`src/rtl/fb_burst_arbiter.sv`:
```
// Shares one DDR burst-command port between the framebuffer write and read engines.
// Priority: starvation override, then read urgency, then round-robin. FB_ARB_STATS_EN adds burst counters.
module fb_burst_arbiter #(
    parameter int BURST_LEN       = 16,
    parameter int MAX_OUTSTANDING = 4,
    parameter int STARVE_LIMIT    = 64,
    parameter int ADDR_W          = 29
) (
    input  logic              axi_clock,
    input  logic              axi_resetn,
    input  logic              wr_req,
    input  logic [ADDR_W-1:0] wr_addr,
    output logic              wr_gnt,
    input  logic              wr_done,
    input  logic              rd_req,
    input  logic [ADDR_W-1:0] rd_addr,
    input  logic              rd_urgent,
    output logic              rd_gnt,
    input  logic              rd_done,
    output logic              cmd_valid,
    input  logic              cmd_ready,
    output logic              cmd_write,
    output logic [ADDR_W-1:0] cmd_addr,
    output logic [7:0]        cmd_len,
    output logic [3:0]        wr_outstanding,
    output logic [3:0]        rd_outstanding,
    output logic              err,
    output logic [31:0]       stat_wr_bursts,
    output logic [31:0]       stat_rd_bursts
);

    localparam logic [3:0] MAX_O   = 4'(MAX_OUTSTANDING);
    localparam logic [7:0] STV_MAX = 8'(STARVE_LIMIT);

    typedef enum logic {IDLE, ISSUE} state_e;

    state_e            state_q;
    logic              cmd_valid_q, cmd_write_q;
    logic [ADDR_W-1:0] cmd_addr_q;
    logic [3:0]        wr_cnt_q, wr_cnt_d, rd_cnt_q, rd_cnt_d;
    logic [7:0]        wr_stv_q, wr_stv_d, rd_stv_q, rd_stv_d;
    logic              rr_rd_q, rr_rd_d;
    logic              err_q, err_d;
    logic              wr_elig, rd_elig, wr_force, rd_force, pick_wr, accept;

    assign wr_elig  = wr_req && (wr_cnt_q < MAX_O);
    assign rd_elig  = rd_req && (rd_cnt_q < MAX_O);
    // A saturated starve count only overrides while the requester can actually be served.
    assign wr_force = wr_elig && (wr_stv_q == STV_MAX);
    assign rd_force = rd_elig && (rd_stv_q == STV_MAX);

    always_comb begin
        pick_wr = 1'b0;
        if (wr_force && rd_force) pick_wr = !rr_rd_q;
        else if (wr_force)        pick_wr = 1'b1;
        else if (rd_force)        pick_wr = 1'b0;
        else if (rd_urgent && rd_elig) pick_wr = 1'b0;
        else if (rr_rd_q)         pick_wr = !rd_elig;
        else                      pick_wr = wr_elig;
    end

    assign accept    = cmd_valid_q && cmd_ready;
    assign wr_gnt    = accept && cmd_write_q;
    assign rd_gnt    = accept && !cmd_write_q;
    assign cmd_valid = cmd_valid_q;
    assign cmd_write = cmd_write_q;
    assign cmd_addr  = cmd_addr_q;
    assign cmd_len   = 8'(BURST_LEN - 1);
    assign wr_outstanding = wr_cnt_q;
    assign rd_outstanding = rd_cnt_q;
    assign err = err_q;

    always_ff @(posedge axi_clock or negedge axi_resetn) begin
        if (!axi_resetn) begin
            state_q     <= IDLE;
            cmd_valid_q <= 1'b0;
            cmd_write_q <= 1'b0;
            cmd_addr_q  <= '0;
        end else begin
            case (state_q)
                IDLE: if (wr_elig || rd_elig) begin
                    state_q     <= ISSUE;
                    cmd_valid_q <= 1'b1;
                    cmd_write_q <= pick_wr;
                    cmd_addr_q  <= pick_wr ? wr_addr : rd_addr;
                end
                ISSUE: if (cmd_ready) begin
                    state_q     <= IDLE;
                    cmd_valid_q <= 1'b0;
                end
                default: state_q <= IDLE;
            endcase
        end
    end

    always_comb begin
        wr_cnt_d = wr_cnt_q;
        if (wr_gnt && !wr_done) wr_cnt_d = wr_cnt_q + 4'd1;
        else if (!wr_gnt && wr_done && wr_cnt_q != 4'd0) wr_cnt_d = wr_cnt_q - 4'd1;

        rd_cnt_d = rd_cnt_q;
        if (rd_gnt && !rd_done) rd_cnt_d = rd_cnt_q + 4'd1;
        else if (!rd_gnt && rd_done && rd_cnt_q != 4'd0) rd_cnt_d = rd_cnt_q - 4'd1;

        err_d = err_q || (wr_done && wr_cnt_q == 4'd0) || (rd_done && rd_cnt_q == 4'd0);

        wr_stv_d = wr_stv_q;
        if (!wr_req || wr_gnt) wr_stv_d = 8'd0;
        else if (wr_elig && wr_stv_q != STV_MAX) wr_stv_d = wr_stv_q + 8'd1;

        rd_stv_d = rd_stv_q;
        if (!rd_req || rd_gnt) rd_stv_d = 8'd0;
        else if (rd_elig && rd_stv_q != STV_MAX) rd_stv_d = rd_stv_q + 8'd1;

        // After a write is accepted the read side is next, and vice versa.
        rr_rd_d = accept ? cmd_write_q : rr_rd_q;
    end

    always_ff @(posedge axi_clock or negedge axi_resetn) begin
        if (!axi_resetn) begin
            wr_cnt_q <= '0;
            rd_cnt_q <= '0;
            wr_stv_q <= '0;
            rd_stv_q <= '0;
            rr_rd_q  <= 1'b1;
            err_q    <= 1'b0;
        end else begin
            wr_cnt_q <= wr_cnt_d;
            rd_cnt_q <= rd_cnt_d;
            wr_stv_q <= wr_stv_d;
            rd_stv_q <= rd_stv_d;
            rr_rd_q  <= rr_rd_d;
            err_q    <= err_d;
        end
    end

`ifdef FB_ARB_STATS_EN
    logic [31:0] stat_wr_q, stat_rd_q;

    always_ff @(posedge axi_clock or negedge axi_resetn) begin
        if (!axi_resetn) begin
            stat_wr_q <= '0;
            stat_rd_q <= '0;
        end else begin
            if (wr_gnt) stat_wr_q <= stat_wr_q + 32'd1;
            if (rd_gnt) stat_rd_q <= stat_rd_q + 32'd1;
        end
    end

    assign stat_wr_bursts = stat_wr_q;
    assign stat_rd_bursts = stat_rd_q;
`else
    assign stat_wr_bursts = '0;
    assign stat_rd_bursts = '0;
`endif

endmodule

```
`config.mk`:
```
export PLATFORM = sky130hd
export DESIGN_NAME = fb_burst_arbiter
export DESIGN_NICKNAME = d
export VERILOG_FILES = /design/src/rtl/fb_burst_arbiter.sv
export SDC_FILE = /design/constraint.sdc
export NUM_CORES = 1
export LEC_CHECK = 0
export ABC_AREA = 0
export CELL_PAD_IN_SITES_DETAIL_PLACEMENT = 1
export CELL_PAD_IN_SITES_GLOBAL_PLACEMENT = 2
export CORE_MARGIN = 5
export CORE_UTILIZATION = 22
export CTS_CLUSTER_DIAMETER = 40
export DETAILED_ROUTE_END_ITERATION = 8
export PLACE_DENSITY_LB_ADDON = 0.1
export SLEW_MARGIN = 10
export SYNTH_ARGS = -nofsm -noshare
export SYNTH_HDL_FRONTEND = slang
export SYNTH_SLANG_ARGS = --single-unit
```
`constraint.sdc`:
```
create_clock -name axi_clock -period 2.4 [get_ports axi_clock]
set_input_delay 0.36 -clock axi_clock [delete_from_list [all_inputs] [get_ports axi_clock]]
set_output_delay 0.36 -clock axi_clock [all_outputs]
set_load 0.02 [all_outputs]
```
==> results by group, run 1 <==
Worst setup path
  – Worst Setup Path Type: input port to output port
  – Critical path's most frequent cell: clkdlybuf4s50_1
  – Reg-to-reg critical path endpoint: rd_outstanding[3]$_DFFE_PN0P_
  – R2R setup slack: 360 ps
  – CP Launch Point: cmd_ready
  – Worst Path Buf+Inv: 3
  – Critical Path AT: 1940 ps
  – Critical path required time: 2040 ps
  – Max incr delay on CP: 610 ps
  – Setup crit end kind: output port
  – Crit-path max FO: 3
  – Worst r2r src: cmd_valid$_DFFE_PN0P_
  – Cells on worst reg2reg path: 7
  – CP top delay family: buffers and inverters
  – Worst path cell trace: clkdlybuf4s50_1 > nand2_1 > or2_2 > inv_1 > clkdlybuf4s50_1
  – Cell count along the critical path: 5
  – Startpoint Class: input port
  – Slowest CP cell: clkdlybuf4s50_1

Place
  – Hpwl dp: 8284 µm
  – Final RePlAce weighted congestion: 0.7638
  – Placed Cells: 711
  – Port Buffers: 107

Logic synthesis
  – Register area share after synthesis: 0.4059
  – Post-Syn Area: 3578 µm²
  – Ys flop type: dfrtp_1
  – Ys Warns: 0
  – #FFs+latches synth: 58
  – Post-Syn Instances: 389
  – Cell variety after synth: 44
  – Post-synth ARST share: 1.000
  – Number of synthesized flops with an enable pin: 0
  – Avg Cell Area, Syn: 9.199 µm²

Clocking
  – Clk sink count: 58
  – Number of buffers inserted by hold repair at cts: 0
  – Total CTS buffers: 9
  – Clock buffer depth: 2
  – H-tree levels: 3
  – Gates resized, CTS repair: 0
  – Post-CTS Setup Bufs: 0
  – Root Driver: clkbuf_16
  – Worst skew pair latency: 330 ps
  – Worst-path clk slew: 50 ps
  – CTS tree: done

Drt
  – Remaining DRCs: 0
  – ANT nets after route: 0
  – Via Count: 2937
  – Wire per inst: 14.73 µm
  – Mean number of vias per cell: 4.040
  – Final WL: 10710 µm
  – DR pass1 iterations: 3
  – Starting DRT DRC Count: 75

Finish
  – Fin nets: 582
  – Ant diodes: 0
  – Layout cell share with drive strength beyond 1: 0.1135
  – Final Instance Count excl. Fillers: 727
  – Fin util: 0.3185
  – Most frequent cells in the layout: clkdlybuf4s50_1, conb_1, nand2_1
  – Area delta synth->final: 41.89%
  – Commonest non-fill, non-tap cell in the layout: clkdlybuf4s50_1
  – Layout fillers: 1842

Pwr
  – Internal: 3.535 mW
  – Max IR drop VDD: 0.0003325 V
  – Switching share of power: 0.4012
  – Comb pwr share: 0.501
  – Sw power: 2.368 mW
  – Clock group share of total power: 0.217
  – Sequential Power Share: 0.283
  – Leakage power: 2.194 nW
  – PwrDens: 1163 nW/µm²

Floorplanning
  – Initial Util: 0.2245
  – Die Y: 137.5 µm
  – Horiz. Die Dim: 137.5 µm
  – I/O pin count: 180
  – Core area: 15940 µm²
  – Row cnt: 46
  – Die area: 18920 µm²

GRT
  – First-pass GRT wire length: 17110 µm
  – Global route overflow: 0
  – Initial antenna violation count: 0
  – Number of global-route vias before repair: 3234
  – All-Layer GR Usage: 0.1166
  – Largest net degree at the start of global routing: 37

STA
  – Slew HR: 0.6071
  – Setup Skew: 5.254 ps
  – RSZ-0062 raised after global routing: false
  – Worst Tran Pin Value: 589.3 ps
  – Final Slew Violations: 0
  – Setup violators final: 0
  – Fin. Hold Viols: 0
  – WHS: 30.40 ps
  – Fin crit period: 2297 ps
  – F_max: 435.3 MHz
  – Crit share post-route: 0.9571

Min path
  – Worst Hold Class: input port to asynchronous set/reset pin

Status
  – Status: finished clean

Job
  – Max Cap Viol: 0
-- power groups by stage --
stage | logic (mW) | clock network (mW) | registers (mW)
after global placement | 2.98 | 0 | 1.67
after floorplan | 1.39 | 0 | 2.00
after global routing | 3.24 | 1.37 | 1.74
after detailed placement | 3.01 | 0 | 1.69
final | 2.96 | 1.28 | 1.67
after CTS | 3.03 | 1.33 | 1.68
-- flip-flops by register name, indices dropped and copies added, names as in the netlist --
name	count
rd_outstanding	4
rd_stv_q	8
wr_outstanding	4
wr_stv_q	8
cmd_write	1
err	1
cmd_addr	29
state_q	1
cmd_valid	1
rr_rd_q	1
-- Yosys cell counts, types with 2 or more instances --
cell type	n	area (µm²)
o21ai_0	2	10.01
nand4_1	9	56.30
nand3b_1	2	15.01
o211ai_1	20	150.1
buf_6	2	22.52
conb_1	2	7.510
ha_1	8	100.1
nor2_1	21	78.83
nand3_1	32	160.2
xor2_1	17	148.9
inv_1	7	26.28
or2_2	3	18.77
xnor2_1	3	26.28
dfrtp_1	57	1426
buf_4	72	540.5
nand2_1	69	259.0
nor4_1	2	12.51
o211ai_2	9	112.6
fa_1	2	40.04
and3_1	3	18.77
a21oi_1	6	30.03
or3b_2	2	17.52
clkbuf_1	10	37.54
mux2_2	3	33.78
buf_2	3	15.01
a21o_1	2	15.01
nand2b_1	2	12.51
mux2i_1	3	30.03
-- worst register-to-register path: cells and delay by family, from the launching register on --
family                     cells  cell delay, ps
xor gates and xnor gates       1             160
adders and majority gates      1             290
muxes                          1             260
and+or+nand+nor                2             460
AOI/OAI and AO/OA              2             390
DFF                            1             420
-- area by class of cell --
| class | instances | area, µm² | area share |
|---|---|---|---|
| multi-input cells | 306 | 1769 | 0.3484 |
| flip-flops and latches | 58 | 1453 | 0.2861 |
| repair buffers | 124 | 1256 | 0.2474 |
| clock buffers | 15 | 297.8 | 0.05865 |
| well taps | 216 | 270.3 | 0.05323 |
| inverters | 7 | 26.28 | 0.005175 |
| clock inverters | 1 | 5.005 | 0.0009857 |
-- routing by layer --
metal	track usage	vias up	part of all wire
li1	-	1418	-
met1	0.1366	1411	0.41
met2	0.1860	98	0.47
met3	0.05880	10	0.10
met4	0.03659	0	0.011
met5	0	-	0
-- per-stage QoR --
step	total power [mW]	setup TNS [ps]	setup slack [ps]	cell area [µm²]
6_report	5.903	0	102.9	5077
5_1_grt	6.349	0	34.80	5077
4_1_cts	6.042	0	95.46	5077
3_5_place_dp	4.701	-83.55	-57.34	4775
3_3_place_gp	4.655	0	10.76	4775
2_1_floorplan	3.394	0	367.4	3841
-- kinds of logic (layout without fill, tap and decap cells) --
logic type               count (synthesis)  in the layout  share of synthesized area
other                                    2             72                   0.002099
flip-flops                              58             58                     0.4059
AO/OA/AOI/OAI                           45             45                     0.1024
buffers and inverters                   95            147                     0.1804
XOR/XNOR                                20             20                    0.04895
AND/OR/NAND/NOR                        153            153                     0.2031
multiplexers                             6              6                    0.01783
adder cells (fa/ha/maj)                 10             10                    0.03916
-- worst max-delay path by stage --
| stage | endpoint | slack (ps) |
|---|---|---|
| after global placement | rd_outstanding[3]$_DFFE_PN0P_ | 10 |
| after global routing | rd_gnt | 30 |
| after floorplan | wr_outstanding[3]$_DFFE_PN0P_ | 370 |
| final | rd_gnt | 100 |
| after CTS | rd_gnt | 100 |
| after detailed placement | rd_outstanding[3]$_DFFE_PN0P_ | -60 |
Note: power is estimated with default switching activity, not from simulation.
==> inputs of run 2 (changes only) <==
Settings changed: CELL_PAD_IN_SITES_GLOBAL_PLACEMENT 2 to 1, CORE_UTILIZATION 22 to 29, HOLD_SLACK_MARGIN set to 0.15, REMOVE_ABC_BUFFERS set to 1.
==> run 2 against run 1 <==
Net effect:
- maximum frequency increased by 6.3%
- sequential share of layout area increased by 0.60 points
- sequential power about the same
- die area decreased by 22%
- largest cell class unchanged
==> results by group, run 2 (synthesis gave the netlist of run 1 again) <==
Worst setup path
  – Startpoint Class: input port
  – Critical path required time: 2040 ps (about the same)
  – Reg-to-reg critical path endpoint: rd_outstanding[3]$_DFFE_PN0P_
  – Max incr delay on CP: 590 ps (-20 ps)
  – Worst Setup Path Type: input port to output port
  – Worst path cell trace: clkdlybuf4s50_1 > nand3_1 > buf_4 > inv_1 > clkdlybuf4s50_1
  – R2R setup slack: 390 ps (+30 ps)
  – Critical Path AT: 1800 ps (-140 ps)
  – Worst Path Buf+Inv: 4 (+1)
  – Cell count along the critical path: 5 (unchanged)
  – Setup crit end kind: output port
  – Crit-path max FO: 4 (+1)
  – CP endpoint: wr_gnt
  – Cells on worst reg2reg path: 7 (unchanged)
  – Slowest CP cell: clkdlybuf4s50_1
  – Critical path's most frequent cell: clkdlybuf4s50_1
  – Worst r2r src: cmd_valid$_DFFE_PN0P_
  – CP top delay family: buffers and inverters
  – CP Launch Point: cmd_ready

Drt
  – Remaining DRCs: 0 (unchanged)
  – Final WL: 9759 µm (-8.9%)
  – Wire per inst: 14.50 µm (-1.6%)
  – Via Count: 2900 (-1.3%)
  – Starting DRT DRC Count: 90 (+20%)
  – ANT nets after route: 0 (unchanged)
  – DR pass1 iterations: 4 (+1)
  – Mean number of vias per cell: 4.309 (+6.7%)

GRT
  – Number of global-route vias before repair: 3032 (-6.2%)
  – Global route overflow: 0 (unchanged)
  – Largest net degree at the start of global routing: 59 (+59%)
  – All-Layer GR Usage: 0.1347 (+0.01815)
  – Initial antenna violation count: 0 (unchanged)
  – First-pass GRT wire length: 15630 µm (-8.7%)

Place
  – Pre-CTS setup slack: -102.7 ps (-45.39 ps)
  – Hpwl dp: 7250 µm (-12%)
  – Placed Cells: 658 (-7.5%)
  – Final RePlAce weighted congestion: 0.7506 (-1.7%)
  – Port Buffers: 107 (unchanged)

STA
  – F_max: 462.7 MHz (+6.3%)
  – Setup ws final: 238.6 ps (+135.7 ps)
  – RSZ-0062 raised after global routing: false
  – Final Slew Violations: 0 (unchanged)
  – Crit share post-route: 0.9006 (-0.05654)
  – Slew HR: 0.4530 (-0.1541)
  – Setup Skew: 4.668 ps (-0.5859 ps)
  – Fin. Hold Viols: 0 (unchanged)
  – Fin crit period: 2161 ps (-135.7 ps)
  – Setup violators final: 0 (unchanged)
  – Fin Setup TNS: 0 ps (unchanged)
  – Worst Tran Pin Value: 820.5 ps (+231.2 ps)

Status
  – Status: finished clean

Finish
  – Max FFs per register: 29 (unchanged)
  – Final Instance Count excl. Fillers: 673 (-7.4%)
  – Fin nets: 577 (-0.86%)
  – Register Area: 1453 µm² (unchanged)
  – Most frequent cells in the layout: clkdlybuf4s50_1, conb_1, nand2_1
  – Multi-input logic area: 1769 µm² (unchanged)
  – Area delta synth->final: 38.95%
  – Layout fillers: 1372 (-26%)
  – Commonest non-fill, non-tap cell in the layout: clkdlybuf4s50_1
  – Ant diodes: 0 (unchanged)
  – Layout cell share with drive strength beyond 1: 0.1030 (-0.01053)

Clocking
  – Number of buffers inserted by hold repair at cts: 0 (unchanged)
  – Gates resized, CTS repair: 0 (unchanged)
  – Worst skew pair latency: 330 ps (about the same)
  – Clk sink count: 58 (unchanged)
  – Root Driver: clkbuf_16
  – H-tree levels: 3 (unchanged)
  – Total CTS buffers: 9 (unchanged)
  – CTS tree: done
  – Post-CTS Setup Bufs: 0 (unchanged)
  – Clock buffer depth: 2 (unchanged)
  – Worst-path clk slew: 50 ps (about the same)

Pwr
  – Leakage power: 2.181 nW (-0.61%)
  – PwrDens: 1170 nW/µm² (+0.67%)
  – Max IR drop VDD: 0.0003813 V (+15%)
  – Tot Pwr: 5.820 mW (-1.4%)

Floorplanning
  – Die Y: 121.1 µm (-12%)
  – Row cnt: 40 (-13%)
  – Horiz. Die Dim: 121.1 µm (-12%)
  – Core area: 12060 µm² (-24%)
  – Die area: 14660 µm² (-22%)
  – I/O pin count: 180 (unchanged)
  – Initial Util: 0.2967 (+0.07223)

Min path
  – Worst Hold Class: input port to asynchronous set/reset pin

Job
  – Max Cap Viol: 0 (unchanged)
[run 2: cell count changes in the layout (fill, tap and decap cells not counted)]
| cell | previous run | this run |
|---|---|---|
| buf_4 | 12 | 8 |
| clkbuf_8 | 5 | 3 |
| buf_12 | 5 | 4 |
| bufinv_16 | 0 | 1 |
| clkdlybuf4s50_1 | 106 | 105 |
| dlymetal6s2s_1 | 0 | 1 |
[run 2: worst min-delay path by stage]
stage | from | endpoint | cells after the start
after CTS | axi_resetn | rd_stv_q[6]$_DFFE_PN0P_ | 1
after floorplan | axi_resetn | cmd_addr[0]$_DFFE_PN0P_ | 0
after global routing | axi_resetn | rd_stv_q[6]$_DFFE_PN0P_ | 1
final | axi_resetn | rd_stv_q[1]$_DFFE_PN0P_ | 1
after global placement | err$_DFF_PN0_ | err$_DFF_PN0_ | 1
after detailed placement | rr_rd_q$_DFFE_PN1N_ | rr_rd_q$_DFFE_PN1N_ | 2
[run 2: layout make-up]
type                       count  area share
multi-input combinational    306      0.3558
sequential                    58      0.2921
timing repair buffer         119      0.2431
clock buffer                  13     0.05435
tap                          168     0.04227
clock inverter                 2    0.007046
inverter                       7    0.005284
[run 2: metrics by stage]
step | util | hold WS, ps | instance area, µm²
after global placement | 0.3867 | 470.7 | 4664
after detailed placement | 0.3867 | 472.0 | 4664
after global routing | 0.4122 | 210.4 | 4972
final | 0.4122 | 129.1 | 4972
after floorplan | - | 64.41 | 3222
after CTS | 0.4120 | 156.2 | 4970
[run 2: power breakdown]
part           total (mW)  switching [mW]  internal (mW)
sequential           1.66           0.313           1.34
combinational        2.85            1.55           1.29
clock                1.31           0.435          0.880
total                5.82            2.30           3.52
[run 2: layer usage]
metal / part of all wire / GRT usage / wire length, µm
met1: 0.42 / 0.1641 / 4119
met2: 0.46 / 0.2053 / 4523
met3: 0.095 / 0.05828 / 928
met4: 0.019 / 0.06161 / 187
met5: 0 / 0 / 0
